**src/rtl/pkg_opengpu.sv**
```systemverilog
// Shared OpenGPU core constants and types: register file geometry and issue-controller state.
// Pure definitions; no timing or flow control.
package pkg_opengpu;

  localparam int REG_ADDR_WIDTH   = 5;
  localparam int ISSUE_PERF_WIDTH = 32;

  typedef enum logic [1:0] {
    ISSUE_RUN     = 2'b00,
    ISSUE_BR_WAIT = 2'b01,
    ISSUE_FLUSH   = 2'b10
  } issue_state_t;

endpackage

```
**src/rtl/issue_scoreboard_ctrl_reg_scoreboard.sv**
```systemverilog
// Per-register write-pending scoreboard with writeback-bypassed lookups; x0 never pending.
// Lookups are zero-cycle; set/clear land at the next edge. There is no backpressure: set wins over clear.
module reg_scoreboard
  import pkg_opengpu::*;
#(
  parameter int NUM_REGS = 32
) (
  input  logic                      clk,
  input  logic                      rst,
  input  logic                      set_vld,
  input  logic [REG_ADDR_WIDTH-1:0] set_idx,
  input  logic                      clr_vld,
  input  logic [REG_ADDR_WIDTH-1:0] clr_idx,
  input  logic [REG_ADDR_WIDTH-1:0] rs1_idx,
  input  logic [REG_ADDR_WIDTH-1:0] rs2_idx,
  input  logic [REG_ADDR_WIDTH-1:0] rd_idx,
  output logic                      rs1_pend,
  output logic                      rs2_pend,
  output logic                      rd_pend,
  output logic [NUM_REGS-1:0]       pending
);

  logic [NUM_REGS-1:0] pending_q;
  logic [NUM_REGS-1:0] pending_d;
  logic [NUM_REGS-1:0] pend_eff;

  // The register file is write-through, so a same-cycle writeback already satisfies readers.
  always_comb begin
    pend_eff = pending_q;
    if (clr_vld) begin
      pend_eff[clr_idx] = 1'b0;
    end
    rs1_pend = pend_eff[rs1_idx];
    rs2_pend = pend_eff[rs2_idx];
    rd_pend  = pend_eff[rd_idx];
  end

  always_comb begin
    pending_d = pending_q;
    if (clr_vld) begin
      pending_d[clr_idx] = 1'b0;
    end
    if (set_vld) begin
      pending_d[set_idx] = 1'b1;
    end
    pending_d[0] = 1'b0;
  end

  always_ff @(posedge clk) begin
    if (rst) begin
      pending_q <= '0;
    end else begin
      pending_q <= pending_d;
    end
  end

  assign pending = pending_q;

endmodule

```
**src/rtl/issue_scoreboard_ctrl.sv**
```systemverilog
// In-order issue control: RAW/WAW hazard checks, control-flow serialisation, fetch/decode flush.
// Issue is combinational (zero-cycle); stalls decode while ex_ready is low, a hazard is open, or a branch is unresolved.
module issue_scoreboard_ctrl
  import pkg_opengpu::*;
#(
  parameter int NUM_REGS   = 32,
  parameter int PERF_WIDTH = ISSUE_PERF_WIDTH
) (
  input  logic                      clk,
  input  logic                      rst,
  input  logic                      id_valid,
  input  logic [REG_ADDR_WIDTH-1:0] id_rs1,
  input  logic [REG_ADDR_WIDTH-1:0] id_rs2,
  input  logic [REG_ADDR_WIDTH-1:0] id_rd,
  input  logic                      id_uses_rs1,
  input  logic                      id_uses_rs2,
  input  logic                      id_reg_write,
  input  logic                      id_ctrl_flow,
  input  logic                      ex_ready,
  input  logic                      wb_valid,
  input  logic [REG_ADDR_WIDTH-1:0] wb_rd,
  input  logic                      br_valid,
  input  logic                      br_taken,
  output logic                      issue,
  output logic                      stall_decode,
  output logic                      flush_decode,
  output logic                      flush_fetch,
  output logic [NUM_REGS-1:0]       pending,
  output logic [1:0]                state_out,
  output logic                      proto_err,
  output logic [PERF_WIDTH-1:0]     stall_cycles
);

  issue_state_t          state_q, state_d;
  logic                  proto_err_q, proto_err_d;
  logic [PERF_WIDTH-1:0] stall_cycles_q, stall_cycles_d;
  logic                  rs1_pend, rs2_pend, rd_pend;
  logic                  raw_hz, waw_hz;

  reg_scoreboard #(
    .NUM_REGS (NUM_REGS)
  ) u_sb (
    .clk      (clk),
    .rst      (rst),
    .set_vld  (issue && id_reg_write),
    .set_idx  (id_rd),
    .clr_vld  (wb_valid),
    .clr_idx  (wb_rd),
    .rs1_idx  (id_rs1),
    .rs2_idx  (id_rs2),
    .rd_idx   (id_rd),
    .rs1_pend (rs1_pend),
    .rs2_pend (rs2_pend),
    .rd_pend  (rd_pend),
    .pending  (pending)
  );

  always_comb begin
    state_d        = state_q;
    proto_err_d    = proto_err_q;
    stall_cycles_d = stall_cycles_q;

    raw_hz       = (id_uses_rs1 && rs1_pend) || (id_uses_rs2 && rs2_pend);
    waw_hz       = id_reg_write && rd_pend;
    flush_decode = (state_q == ISSUE_FLUSH);
    flush_fetch  = flush_decode;
    issue        = id_valid && ex_ready && !raw_hz && !waw_hz &&
                   (state_q == ISSUE_RUN) && !flush_decode;
    stall_decode = id_valid && !issue && !flush_decode;

    case (state_q)
      ISSUE_RUN: begin
        if (issue && id_ctrl_flow) begin
          state_d = ISSUE_BR_WAIT;
        end
      end
      ISSUE_BR_WAIT: begin
        if (br_valid) begin
          state_d = br_taken ? ISSUE_FLUSH : ISSUE_RUN;
        end
      end
      ISSUE_FLUSH: state_d = ISSUE_RUN;
      default:     state_d = ISSUE_RUN;
    endcase

    // A resolution is only legal while a control-flow op is outstanding.
    if (br_valid && (state_q != ISSUE_BR_WAIT)) begin
      proto_err_d = 1'b1;
    end

    if (id_valid && !issue && (state_q != ISSUE_FLUSH) && !(&stall_cycles_q)) begin
      stall_cycles_d = stall_cycles_q + 1'b1;
    end
  end

  always_ff @(posedge clk) begin
    if (rst) begin
      state_q        <= ISSUE_RUN;
      proto_err_q    <= 1'b0;
      stall_cycles_q <= '0;
    end else begin
      state_q        <= state_d;
      proto_err_q    <= proto_err_d;
      stall_cycles_q <= stall_cycles_d;
    end
  end

  assign state_out    = state_q;
  assign proto_err    = proto_err_q;
  assign stall_cycles = stall_cycles_q;

endmodule

```
**config.mk**
```make
export PLATFORM = sky130hd
export DESIGN_NAME = issue_scoreboard_ctrl
export DESIGN_NICKNAME = d
export VERILOG_FILES = /design/src/rtl/pkg_opengpu.sv /design/src/rtl/issue_scoreboard_ctrl_reg_scoreboard.sv /design/src/rtl/issue_scoreboard_ctrl.sv
export SDC_FILE = /design/constraint.sdc
export NUM_CORES = 1
export LEC_CHECK = 0
export ABC_AREA = 1
export CAP_MARGIN = 20
export CORE_MARGIN = 2
export CORE_UTILIZATION = 52
export DETAILED_ROUTE_END_ITERATION = 8
export PLACE_DENSITY = 0.92
export SLEW_MARGIN = 20
export SYNTH_ARGS = -nofsm -noshare
export SYNTH_HDL_FRONTEND = slang
export SYNTH_SLANG_ARGS = --single-unit
```
**constraint.sdc**
```tcl
create_clock -name clk -period 3.1 [get_ports clk]
set_clock_uncertainty 0.1 [all_clocks]
set_input_delay 0.465 -clock clk [delete_from_list [all_inputs] [get_ports clk]]
set_output_delay 0.465 -clock clk [all_outputs]
set_load 0.02 [all_outputs]
```
---- Yosys cells after proc, flatten, opt, wreduce, memory -nomap -nowiden ----
Index checks and enable logic that the tools add are counted.
storage, ports and cells
  register bits ........................... 67
  input port bits ......................... 31
  logic and storage cells ................. 63
  output and inout bits ................... 71
cells by class
  add/subtract/negate cells ............... 1
  reductions and logical operators ........ 26
  eq/ne operators ......................... 6
  order comparisons ....................... 6
  multiplexer cells ....................... 16
  bitwise operators ....................... 3
operators by type and width
  kind                   number
  $mux 32                2
  $add 32x1->32 const B  1
  $and 32x32->32         1
  $not 32->32            1
  $or 32x32->32          1
  $reduce_and 32->1      1
  $lt 5x6->1 const B     4
  $logic_and 1x1->1      17
  $bmux 1 s5             3
  $demux 1 s5            2
  $ge 5x1->1 const B     2
  $mux 2                 3
  $logic_not 1->1        5
  $mux 1                 5
  $ne 2x1->1 const B     2
  $ne 2x2->1 const B     2
  $pmux 2 s2             1
  $eq 2x1->1 const B     1
  $eq 2x2->1 const B     1
  $logic_not 2->1        1
  $reduce_and 2->1       1
  $logic_or 1x1->1       1

---- Depth between registers and ports, before layout ----
  word-level depth ........................ 20
  gate-level depth with buffers ........... 18
  depth with buffers taken out ............ 18

---- Cells and area by module ----
Synthesis repeated with hierarchy kept, for this count alone.
unflattened totals
  cells, all modules ...................... 818
  area, all modules ....................... 4780.8 um2
by module, submodules not included
  module                 sequential area each (um2)  cells each  area an instance (um2)  times used
  issue_scoreboard_ctrl  700.7                       369         2411.1                  1
  reg_scoreboard         620.6                       449         2369.8                  1

---- Worst setup path after synthesis ----
No wires, ideal clock.
  kind .................................... in2out
  start point ............................. in id_rs2[0]
  end point ............................... out stall_decode
  data arrival time ....................... 2.016 ns
  data required time ...................... 2.535 ns
  cell stages on the path ................. 14
  path buffers ............................ 3
  setup slack ............................. 0.519 ns
  cells stage by stage .................... buf_2 > inv_1 > buf_2 > nand3_1 > nand3_1 > nand3_1 > nand3_1 > nand3_1 > nand2_1 > nand2_1 > nand3_2 > clkbuf_1 > nand2_1 > inv_1
between the ends
  word-level cells in the longest chain between the ends .. 12
RTL lines
  item                             line                                        source
  start, declared                  issue_scoreboard_ctrl.sv:13                 input logic [REG_ADDR_WIDTH-1:0] id_rs2,
  $bmux 1 s5                       issue_scoreboard_ctrl_reg_scoreboard.sv:34  rs2_pend = pend_eff[rs2_idx];
  $mux 1 (implied by the code)     issue_scoreboard_ctrl_reg_scoreboard.sv:34
  $logic_and 1x1->1                issue_scoreboard_ctrl.sv:63                 raw_hz = (id_uses_rs1 && rs1_pend) || (id_uses_rs2 && rs2_pend);
  $logic_or 1x1->1                 issue_scoreboard_ctrl.sv:63
  $logic_not 1->1                  issue_scoreboard_ctrl.sv:67                 issue = id_valid && ex_ready && !raw_hz && !waw_hz &&
  $logic_and 1x1->1 (3 in series)  issue_scoreboard_ctrl.sv:67
  $logic_and 1x1->1                issue_scoreboard_ctrl.sv:68                 (state_q == ISSUE_RUN) && !flush_decode;
  $logic_not 1->1                  issue_scoreboard_ctrl.sv:69                 stall_decode = id_valid && !issue && !flush_decode;
  $logic_and 1x1->1 (2 in series)  issue_scoreboard_ctrl.sv:69
  end, declared                    issue_scoreboard_ctrl.sv:25                 output logic stall_decode,
No other way between the ends. The select of a mux whose other input is x is not followed.

---- Worst setup path in the final report ----
  start point ............................. in id_rd[2]
  end point ............................... out stall_decode
between the ends
  word-level cells in the longest chain between the ends .. 10
RTL lines
  item                             line                                        source
  start, declared                  issue_scoreboard_ctrl.sv:14                 input logic [REG_ADDR_WIDTH-1:0] id_rd,
  $bmux 1 s5                       issue_scoreboard_ctrl_reg_scoreboard.sv:35  rd_pend = pend_eff[rd_idx];
  $mux 1 (implied by the code)     issue_scoreboard_ctrl_reg_scoreboard.sv:35
  $logic_and 1x1->1                issue_scoreboard_ctrl.sv:64                 waw_hz = id_reg_write && rd_pend;
  $logic_not 1->1                  issue_scoreboard_ctrl.sv:67
  $logic_and 1x1->1 (2 in series)  issue_scoreboard_ctrl.sv:67
  $logic_and 1x1->1                issue_scoreboard_ctrl.sv:68
  $logic_not 1->1                  issue_scoreboard_ctrl.sv:69
  $logic_and 1x1->1 (2 in series)  issue_scoreboard_ctrl.sv:69
No other way between the ends. The select of a mux whose other input is x is not followed.

==> impl_metrics.csv <==
group,metric,value,unit
die,die_h,98.8,µm
route,num_vias,6292,
setup_path,required,2.53,ns
power_and_ir_drop,p_comb_frac,0.179,
setup_path,crit_arrival,2.40,ns
setup_path,critPathLaunchType,"primary input",
power_and_ir_drop,ir_drop,0.327,mV
power_and_ir_drop,p_sw_frac,0.294,
clock_network,ctsLongestPathBuffers,2,
placement,port_buffers,100,
clock_network,htreeDepth,3,
clock_network,path_clk_slew,0.08,ns
finish,diodes,0,
synthesis,synthesis.nets,821,
clock_network,cts_hold_buffers,0,
sta,timing.setup.tns,0,ns
route,drt-total-wl,18100,µm
sta,fmaxAchievable,0.337,GHz
die,dieArea,0.00977,mm²
setup_path,cp.buffers_inverters,4,
synthesis,ys_ff_latch,66,
setup_path,crit_fanout,5,
finish,fin_nets,979,
hold_path,holdCritPathClass,"register to register",
route,ant_nets,0,
die,core-area,0.00872,mm²
sta,report.final.slew_viol_count,0,
finish,multiInputGateArea,0.00309,mm²
placement,place_congestion,1.09,
grt,grt_pass1_vias,5807,
synthesis,ys_warn_count,0,
sta,setup_viol,0,
status,outcome,"complete, no violations",
grt,grt_first_pass_wirelength,28500,µm
route,wl_per_cell,17.1,µm
sta,rsz0062_at_grt,"false",
die,die_x,98.8,µm
route,drt_iter0_markers,644,
power_and_ir_drop,p_clk_frac,0.406,
setup_path,critPathKind,"primary input to output port",
clock_network,clock_latency,0.36,ns
setup_path,crit_path_end_kind,"output port",
synthesis,synth_edf_count,0,
synthesis,avgSynthCellArea,5.93,µm²
setup_path,crit_family,"simple AND/OR/NAND/NOR gates",
placement,dp.final_hpwl,13500,µm
sta,maxSlewHeadroom,0.638,
grt,grt.overflow.total,0,
clock_network,numCtsBuffers,9,
synthesis,yosysSeqAreaShare,0.283,
placement,detailed_place.area,0.00627,mm²
sta,hold_violations,0,
route,drcViolationCount,0,
sta,worst_pin_slew,0.538,ns
synthesis,syn_inst,789,
power_and_ir_drop,netSwitchingPower,609,µW
power_and_ir_drop,pwr-share-seq,0.415,
setup_path,cp_slowest_cell,"clkdlybuf4s50_1",
grt,antenna_found_initial,0,
power_and_ir_drop,p_int,1.46,mW
power_and_ir_drop,p_per_area,310,mW/mm²
route,viasPerCell,5.94,
route,dr.pass1.iters,8,
die,row_count,34,
clock_network,cts-root-buf,"clkbuf_8",
finish,layout-drive-gt1-share,0.146,
clock_network,cts_tree,"done",
die,start_util,0.536,
finish,seqCellArea,0.00132,mm²
sta,finalCritPeriodShare,0.957,
finish,final_area,0.00668,mm²
finish,n_fill_cell,687,
grt,grt_max_degree,35,
synthesis,yosysUniqueCellTypes,27,
synthesis,async_reset_ff_frac,0,
sta,fin_crit,2.97,ns
setup_path,critPathMostFrequentCell,"nand2_1",
grt,track_usage,0.358,
synthesis,synthFlopType,"dfxtp_1",
finish,area_growth,42.7,%
synthesis,syn_area,0.00468,mm²
setup_path,worstPathCellList,"clkdlybuf4s50_1 > inv_2 > nor3_2 > nand2_1 > o21ai_1 > nor2_1 > nand2_1 > nor2_1 > nand2_1 > nor2_2 > nor2_2 > nand3_2 > nand2_1 > inv_2 > buf_6",
die,io_pins,102,
setup_path,cpPeakStageDelay,0.52,ns
clock_network,clock_sinks,66,
flow_run,drv_cap,0,
power_and_ir_drop,leakagePower,2.65,nW
==> power groups by stage <==
stage / sequential [mW] / combinational (mW) / clock [mW]
final: 0.859 / 0.371 / 0.840
after global routing: 0.859 / 0.396 / 0.872
after CTS: 0.858 / 0.344 / 0.838
after detailed placement: 0.878 / 0.341 / 0
after global placement: 0.878 / 0.340 / 0
after floorplan: 0.884 / 0.162 / 0
==> final cells by class <==
type / instances / share of cell area
clock buffer: 9 / 0.0186
sequential: 66 / 0.198
inverter: 64 / 0.0360
clock inverter: 7 / 0.0152
multi-input combinational: 629 / 0.462
timing repair buffer: 177 / 0.250
tap: 108 / 0.0202
==> state kept, by name, indices dropped and copies added (netlist names) <==
register	count
stall_cycles	32
u_sb.pending	31
state_out	2
proto_err	1
==> path summary, 6_finish.rpt <==
kind	start	end	slack, ns	cells after the start
hold / removal	stall_cycles[16]	stall_cycles[16]	0.39	2
setup / recovery	id_rd[2]	stall_decode	0.13	15
setup reg to reg	stall_cycles[1]	stall_cycles[12]	0.29	12
hold reg to reg	stall_cycles[16]	stall_cycles[16]	0.39	2
==> per-layer routing <==
metal | vias to the layer above | share of wire | track usage | wire length (µm)
met2 | 467 | 0.45 | 0.574 | 8170
met1 | 2800 | 0.39 | 0.469 | 7100
met4 | 0 | 0.036 | 0.121 | 652
li1 | 2942 | - | - | -
met5 | - | 0 | 0 | 0
met3 | 83 | 0.12 | 0.0922 | 2220
==> cells by family after synthesis <==
| family | share of synthesized area |
|---|---|
| other cells | 0.000802 |
| flops | 0.283 |
| simple gates | 0.493 |
| compound gates | 0.0853 |
| buf+inv | 0.0829 |
| fa+ha+maj | 0.00267 |
| xor+xnor | 0.0524 |
==> cell usage in the layout, fill, tap and decap left out, types with 7 or more instances in the layout <==
| master | count |
|---|---|
| xor2_1 | 23 |
| a21oi_1 | 64 |
| clkdlybuf4s50_1 | 88 |
| clkbuf_8 | 9 |
| nand2_2 | 17 |
| nor4_1 | 10 |
| nor2_1 | 75 |
| nor2_2 | 7 |
| inv_1 | 58 |
| dlymetal6s2s_1 | 9 |
| buf_4 | 69 |
| nand2_1 | 214 |
| nand3_1 | 130 |
| dfxtp_1 | 66 |
| nor3_1 | 22 |
| nand4_1 | 34 |
==> cell usage after synthesis (6+ instances only) <==
library cell / count / area [µm²]
a21boi_0: 6 / 45.0
a21oi_1: 64 / 320
buf_4: 8 / 60.1
clkbuf_1: 17 / 63.8
dfxtp_1: 66 / 1320
inv_1: 63 / 236
nand2_1: 232 / 871
nand3_1: 130 / 651
nand4_1: 34 / 213
nor2_1: 81 / 304
nor2_2: 7 / 43.8
nor3_1: 24 / 120
nor4_1: 10 / 62.6
xor2_1: 23 / 201
==> tightest hold or removal path, stage by stage, from the launching register on <==
cell and delay (ns):
dfxtp_1 0.33, nand2_1 0.07, a21oi_1 0.05
==> through the flow <==
step           utilization  setup slack [ns]  hold slack, ns  cells  power, mW
3_5_place_dp         0.719            -0.557           0.373   1041       1.22
6_report             0.765             0.135           0.392   1060       2.07
2_1_floorplan            -             0.519           0.448    789       1.05
3_3_place_gp         0.719            -0.534           0.359   1041       1.22
4_1_cts              0.746         -0.000999           0.391   1057       2.04
5_1_grt              0.765           0.00635           0.412   1060       2.13
==> timing repair <==
item,in CTS,in global routing
gates resized for setup,18,54
gates cloned,0,2
setup buffers,0,2
pin swaps,0,8
setup endpoints to repair,3,63
endpoints found under the hold margin,0,0
Power figures use the tool's default switching activity.
